## config.mk

```make
export PLATFORM = sky130hd
export DESIGN_NAME = bit_serial_subtractor_flat
export DESIGN_NICKNAME = d
export VERILOG_FILES = /design/src/rtl/bit_serial_subtractor_if.sv /design/src/rtl/bit_serial_subtractor.sv /design/src/flat_wrapper.sv
export SDC_FILE = /design/constraint.sdc
export NUM_CORES = 1
export LEC_CHECK = 0
export BUFFER_PORTS_ARGS = -buffer_cell sky130_fd_sc_hd__clkbuf_2
export CAP_MARGIN = 20
export CORE_MARGIN = 4
export CORE_UTILIZATION = 35
export CTS_CLUSTER_SIZE = 12
export DETAILED_ROUTE_END_ITERATION = 6
export GPL_ROUTABILITY_DRIVEN = 0
export SYNTH_ARGS = -nofsm -noshare
export SYNTH_HDL_FRONTEND = slang
export SYNTH_SLANG_ARGS = --single-unit
export TNS_END_PERCENT = 50
```

## constraint.sdc

```tcl
create_clock -name clk -period 2 [get_ports clk]
set_clock_uncertainty 0.05 [all_clocks]
set_input_delay 0.2 -clock clk [delete_from_list [all_inputs] [get_ports clk]]
set_output_delay 0.2 -clock clk [all_outputs]
set_load 0.05 [all_outputs]
```

## src/rtl/bit_serial_subtractor_if.sv

```systemverilog
// Operand/result bundle for bit_serial_subtractor; master drives start/a/b, slave returns result and status.
// The overflow member exists only when SERIAL_SUB_OVERFLOW_EN is defined.
interface bit_serial_subtractor_if #(
  parameter int WIDTH = 8
);
  logic             start;
  logic [WIDTH-1:0] a;
  logic [WIDTH-1:0] b;
  logic [WIDTH-1:0] diff;
  logic             borrow_out;
  logic             busy;
  logic             done;
`ifdef SERIAL_SUB_OVERFLOW_EN
  logic             overflow;

  modport master (
    output start, a, b,
    input  diff, borrow_out, busy, done, overflow
  );

  modport slave (
    input  start, a, b,
    output diff, borrow_out, busy, done, overflow
  );
`else
  modport master (
    output start, a, b,
    input  diff, borrow_out, busy, done
  );

  modport slave (
    input  start, a, b,
    output diff, borrow_out, busy, done
  );
`endif
endinterface

```

## src/rtl/bit_serial_subtractor.sv

```systemverilog
// LSB-first serial a-b: WIDTH SHIFT cycles then a one-cycle done; start is ignored while busy, no stall.
// Define SERIAL_SUB_OVERFLOW_EN to add the registered signed-overflow output.
module bit_serial_subtractor #(
  parameter int WIDTH = 8
) (
  input logic                    clk,
  input logic                    rst_n,
  bit_serial_subtractor_if.slave bus
);
  localparam int               CNT_W    = $clog2(WIDTH);
  localparam logic [CNT_W-1:0] CNT_LAST = CNT_W'(WIDTH - 1);

  typedef enum logic [1:0] {
    IDLE  = 2'd0,
    SHIFT = 2'd1,
    DONE  = 2'd2
  } state_t;

  state_t           state_q, state_d;
  logic [CNT_W-1:0] cnt_q, cnt_d;
  logic [WIDTH-1:0] a_sh_q, a_sh_d;
  logic [WIDTH-1:0] b_sh_q, b_sh_d;
  logic [WIDTH-1:0] res_sh_q, res_sh_d;
  logic [WIDTH-1:0] diff_q, diff_d;
  logic             bw_q, bw_d;
  logic             borrow_q, borrow_d;
`ifdef SERIAL_SUB_OVERFLOW_EN
  logic             overflow_q, overflow_d;
`endif

  logic accept;
  logic last_bit;
  logic ai, bi;
  logic d_bit;
  logic bw_next;

  // State register
  always_ff @(posedge clk or negedge rst_n) begin
    if (!rst_n) begin
      state_q    <= IDLE;
      cnt_q      <= '0;
      a_sh_q     <= '0;
      b_sh_q     <= '0;
      res_sh_q   <= '0;
      diff_q     <= '0;
      bw_q       <= 1'b0;
      borrow_q   <= 1'b0;
`ifdef SERIAL_SUB_OVERFLOW_EN
      overflow_q <= 1'b0;
`endif
    end else begin
      state_q    <= state_d;
      cnt_q      <= cnt_d;
      a_sh_q     <= a_sh_d;
      b_sh_q     <= b_sh_d;
      res_sh_q   <= res_sh_d;
      diff_q     <= diff_d;
      bw_q       <= bw_d;
      borrow_q   <= borrow_d;
`ifdef SERIAL_SUB_OVERFLOW_EN
      overflow_q <= overflow_d;
`endif
    end
  end

  // Next-state logic
  always_comb begin
    accept   = bus.start && ((state_q == IDLE) || (state_q == DONE));
    last_bit = (cnt_q == CNT_LAST);
    state_d  = state_q;
    case (state_q)
      IDLE:    if (bus.start) state_d = SHIFT;
      SHIFT:   if (last_bit)  state_d = DONE;
      DONE:    state_d = bus.start ? SHIFT : IDLE;
      default: state_d = IDLE;
    endcase
  end

  // Serial datapath; the visible result only moves on the SHIFT->DONE edge
  always_comb begin
    ai       = a_sh_q[0];
    bi       = b_sh_q[0];
    d_bit    = ai ^ bi ^ bw_q;
    bw_next  = (~ai & bi) | (~(ai ^ bi) & bw_q);

    cnt_d    = cnt_q;
    a_sh_d   = a_sh_q;
    b_sh_d   = b_sh_q;
    res_sh_d = res_sh_q;
    bw_d     = bw_q;
    diff_d   = diff_q;
    borrow_d = borrow_q;
`ifdef SERIAL_SUB_OVERFLOW_EN
    overflow_d = overflow_q;
`endif

    if (accept) begin
      cnt_d  = '0;
      a_sh_d = bus.a;
      b_sh_d = bus.b;
      bw_d   = 1'b0;
    end else if (state_q == SHIFT) begin
      cnt_d    = cnt_q + 1'b1;
      a_sh_d   = {1'b0, a_sh_q[WIDTH-1:1]};
      b_sh_d   = {1'b0, b_sh_q[WIDTH-1:1]};
      res_sh_d = {d_bit, res_sh_q[WIDTH-1:1]};
      bw_d     = bw_next;
      if (last_bit) begin
        diff_d   = {d_bit, res_sh_q[WIDTH-1:1]};
        borrow_d = bw_next;
`ifdef SERIAL_SUB_OVERFLOW_EN
        // On the last bit ai/bi are the operand MSBs and d_bit is the result MSB
        overflow_d = (ai != bi) && (d_bit != ai);
`endif
      end
    end
  end

  // Output logic
  always_comb begin
    bus.busy = (state_q == SHIFT);
    bus.done = (state_q == DONE);
  end

  assign bus.diff       = diff_q;
  assign bus.borrow_out = borrow_q;
`ifdef SERIAL_SUB_OVERFLOW_EN
  assign bus.overflow   = overflow_q;
`endif

endmodule

```

## src/flat_wrapper.sv

```systemverilog
// flat-port wrapper written by rule: the top's interface ports become plain ports
module bit_serial_subtractor_flat 
#(
  parameter int WIDTH = 8
)
  (clk, rst_n, bus_start, bus_a, bus_b, bus_diff, bus_borrow_out, bus_busy, bus_done);
  bit_serial_subtractor_if #(.WIDTH(WIDTH)) bus_i ();
  input logic clk;
  input logic rst_n;
  input wire logic [$bits(bus_i.start)-1:0] bus_start;
  input wire logic [$bits(bus_i.a)-1:0] bus_a;
  input wire logic [$bits(bus_i.b)-1:0] bus_b;
  output wire logic [$bits(bus_i.diff)-1:0] bus_diff;
  output wire logic [$bits(bus_i.borrow_out)-1:0] bus_borrow_out;
  output wire logic [$bits(bus_i.busy)-1:0] bus_busy;
  output wire logic [$bits(bus_i.done)-1:0] bus_done;
  assign bus_i.start = bus_start;
  assign bus_i.a = bus_a;
  assign bus_i.b = bus_b;
  assign bus_diff = bus_i.diff;
  assign bus_borrow_out = bus_i.borrow_out;
  assign bus_busy = bus_i.busy;
  assign bus_done = bus_i.done;
  bit_serial_subtractor #(.WIDTH(WIDTH)) u_core (.clk(clk), .rst_n(rst_n), .bus(bus_i));
endmodule
```

==> metrics.cfg <==
[cells_and_area]
fin_nets = 205
n_fill_cell = 462
n_antenna_cell = 0
area_growth_pct = 17.4
stdcell_count = 238
drive_gt1_share_pct = 34.8

[floorplan]
pin_count = 30
dieWidth_um = 77.6
core_um2 = 4690
dieArea_um2 = 6020
initial_utilization_pct = 36.1
fp-row-count = 25
die_height_um = 77.6

[yosys]
async_flop_share_pct = 100
yosysMostFrequentCell = dfrtp_1
syn-num-nets = 172
ys_types = 25
seq_area_frac_synth_pct = 56.1
synth_top_area_share_pct = 56.1
yosys_warnings = 0
ys_ff_latch = 38
syn_inst = 150
synth_area_um2 = 1690
synth.avg_cell_area_um2 = 11.3
synth_edf_count = 0
synth_area_leaders = dfrtp_1 56%, mux2_2 6.6%, a21oi_2 5.2%, nand2_1 4.9%, o22ai_1 4.4%
synth_top_area_cell = dfrtp_1
ys.flop_type = dfrtp_1
synthTopCellsByCount = 38 x dfrtp_1, 22 x nand2_1, 16 x inv_1, 12 x o22ai_1

[critical_path]
r2r_cells = 4
setup.worst_path.class = reg2out
worstReg2RegEnd = u_core.bus.diff[6]$_DFFE_PN0P_
reg2reg_from = u_core.cnt_q[0]$_DFFE_PN0P_
required_ns = 1.75
cp.arrival_ns = 1.50
crit_fanout = 15
crit_path_end_kind = primary output
reg2reg_slack_ns = 0.29
start_kind = register

[cts]
htree_levels = 2
post-cts-setup-buffer-count = 0
clk_pin_slew_worst_paths_ns = 0.07
cts_root_buffer = clkbuf_8
cts-buffers-inserted = 5
cts_tree = done
clock_sinks = 38
clkLatencyLatePin_ns = 0.29
cts_max_path_buffers = 2

[hold_path]
min_from = bus_a[7]
whs_path_depth = 3
holdCritPathClass = in2reg
holdPathEnd = u_core.a_sh_q[7]$_DFFE_PN0P_

[sta]
fin_crit_ns = 1.75
final-setup-viol-count = 0
fmax_mhz = 571
maxSlewHeadroom_pct = 66.3
setup_ws_ns = 0.249
hold_violations = 0
finalSetupTns_ns = 0
rsz0062_at_grt = no
maxSlewViolCount = 0
min_period_over_period_pct = 87.5
worst_pin_slew_ns = 0.504

[pwr]
combPwrFrac_pct = 43.3
clkPwrFrac_pct = 17.3
p_int_mw = 2.06
seqPwrFrac_pct = 39.3
p_sw_share_pct = 40.9
p_switching_mw = 1.43
p_leak_nw = 0.994
power_density_nw_per_um2 = 1750
vdd_drop_max_uv = 650

[run_status]
status = completed

[placed_design]
dpl.cell_count = 229
io_buffers = 29
place_ws_ns = 0.265
dp_hpwl_mm = 2.04

[global_routing]
antenna_found_initial = 0
grt_pass1_wl_mm = 5.23
grt_pass1_vias = 1180
grt_max_degree = 39
grt_use_total_pct = 11.1
grt_remaining_overflow = 0

[route]
post_drt_wl_per_cell_um = 12.7
firstDrtPassIters = 4
wirelength_mm = 3.03
drt_iter0_markers = 36
drc_errors = 0
ant_nets = 0
vias = 1126
viasPerCell = 4.73

[run]
drv_cap = 0

[placed cells by master, fill, tap and decap left out, drive strengths merged, types with 3 or more instances in the layout]
| cell | netlist | layout |
|---|---|---|
| a21oi | 14 | 14 |
| dfrtp | 38 | 38 |
| inv | 16 | 16 |
| nand2 | 22 | 22 |
| buf | 8 | 5 |
| o22ai | 12 | 12 |
| o21ai | 5 | 5 |
| a22o | 3 | 3 |
| mux2 | 10 | 10 |
| nand3 | 3 | 3 |
| mux2i | 4 | 4 |
| clkbuf | 1 | 37 |
[timing repair]
item	CTS	global route
gates resized for setup	0	0
hold endpoints to repair	38	0
hold buffers	1	0
endpoints found under the setup margin	0	0
[kinds of logic (layout without fill, tap and decap cells)]
logic type | Yosys count | after routing | synth area share [%]
and+or+nand+nor | 33 | 33 | 9.31
AOI/OAI and AO/OA | 36 | 36 | 14.7
buffers and inverters | 26 | 60 | 8.20
DFF | 38 | 38 | 56.1
adders and majority gates | 3 | 3 | 2.66
muxes | 14 | 14 | 9.01
[through the flow]
stage | hold WS [ns] | cell area [um2] | utilization [%] | power (mW)
6_report | 0.0948 | 1990 | 42.4 | 3.49
5_1_grt | 0.121 | 1990 | 42.4 | 3.78
4_1_cts | 0.0831 | 1990 | 42.4 | 3.54
3_5_place_dp | 0.232 | 1870 | 39.8 | 2.92
3_3_place_gp | 0.234 | 1870 | 39.8 | 2.90
2_1_floorplan | -0.146 | 1690 | - | 2.62
[per-layer routing]
layer	wire, um	global-route usage (%)
met2	1330	17.5
met4	61	5.87
met5	0	0
met3	160	3.48
met1	1480	13.6
[power groups by stage]
| stage | logic (mW) | clock network (mW) | registers, mW |
|---|---|---|---|
| global placement | 1.52 | 0 | 1.38 |
| detailed placement | 1.53 | 0 | 1.39 |
| floorplan | 1.02 | 0 | 1.60 |
| global route | 1.69 | 0.672 | 1.42 |
| CTS | 1.54 | 0.629 | 1.37 |
| finish | 1.51 | 0.604 | 1.37 |
[how the worst max path moves through the flow]
stage                     depth (start not counted)                              to                           from  slack (ns)
after floorplan                                   2                        bus_done  u_core.state_q[0]$_DFFE_PN0P_        0.42
after global placement                            4  u_core.bus.diff[5]$_DFFE_PN0P_    u_core.cnt_q[0]$_DFFE_PN0P_        0.29
after detailed placement                          4  u_core.bus.diff[0]$_DFFE_PN0P_    u_core.cnt_q[0]$_DFFE_PN0P_        0.27
after CTS                                         3                        bus_busy  u_core.state_q[0]$_DFFE_PN0P_        0.24
after global routing                              3                        bus_busy  u_core.state_q[0]$_DFFE_PN0P_        0.11
final                                             3                        bus_busy  u_core.state_q[0]$_DFFE_PN0P_        0.25
[sequential cells by signal, indices dropped and copies added (netlist names)]
register	cells
u_core.a_sh_q	8
u_core.b_sh_q	8
u_core.bus.diff	8
u_core.res_sh_q	7
u_core.cnt_q	3
u_core.state_q	2
u_core.bus.borrow_out	1
u_core.bw_q	1
[worst max-delay path, cell delays in order, from the launching register on]
cell and delay (ns):
dfrtp_1 0.63, nand2b_4 0.20, clkinv_1 0.11, clkbuf_2 0.27
[final cells by class]
| type | count | area (um2) | share of cell area [%] |
|---|---|---|---|
| tap | 54 | 67.6 | 3.40 |
| timing repair buffer | 35 | 193 | 9.69 |
| multi-input combinational | 86 | 604 | 30.4 |
| sequential | 38 | 951 | 47.8 |
| clock buffer | 8 | 110 | 5.53 |
| inverter | 17 | 63.8 | 3.21 |
Note: power is estimated with default switching activity, not from simulation.
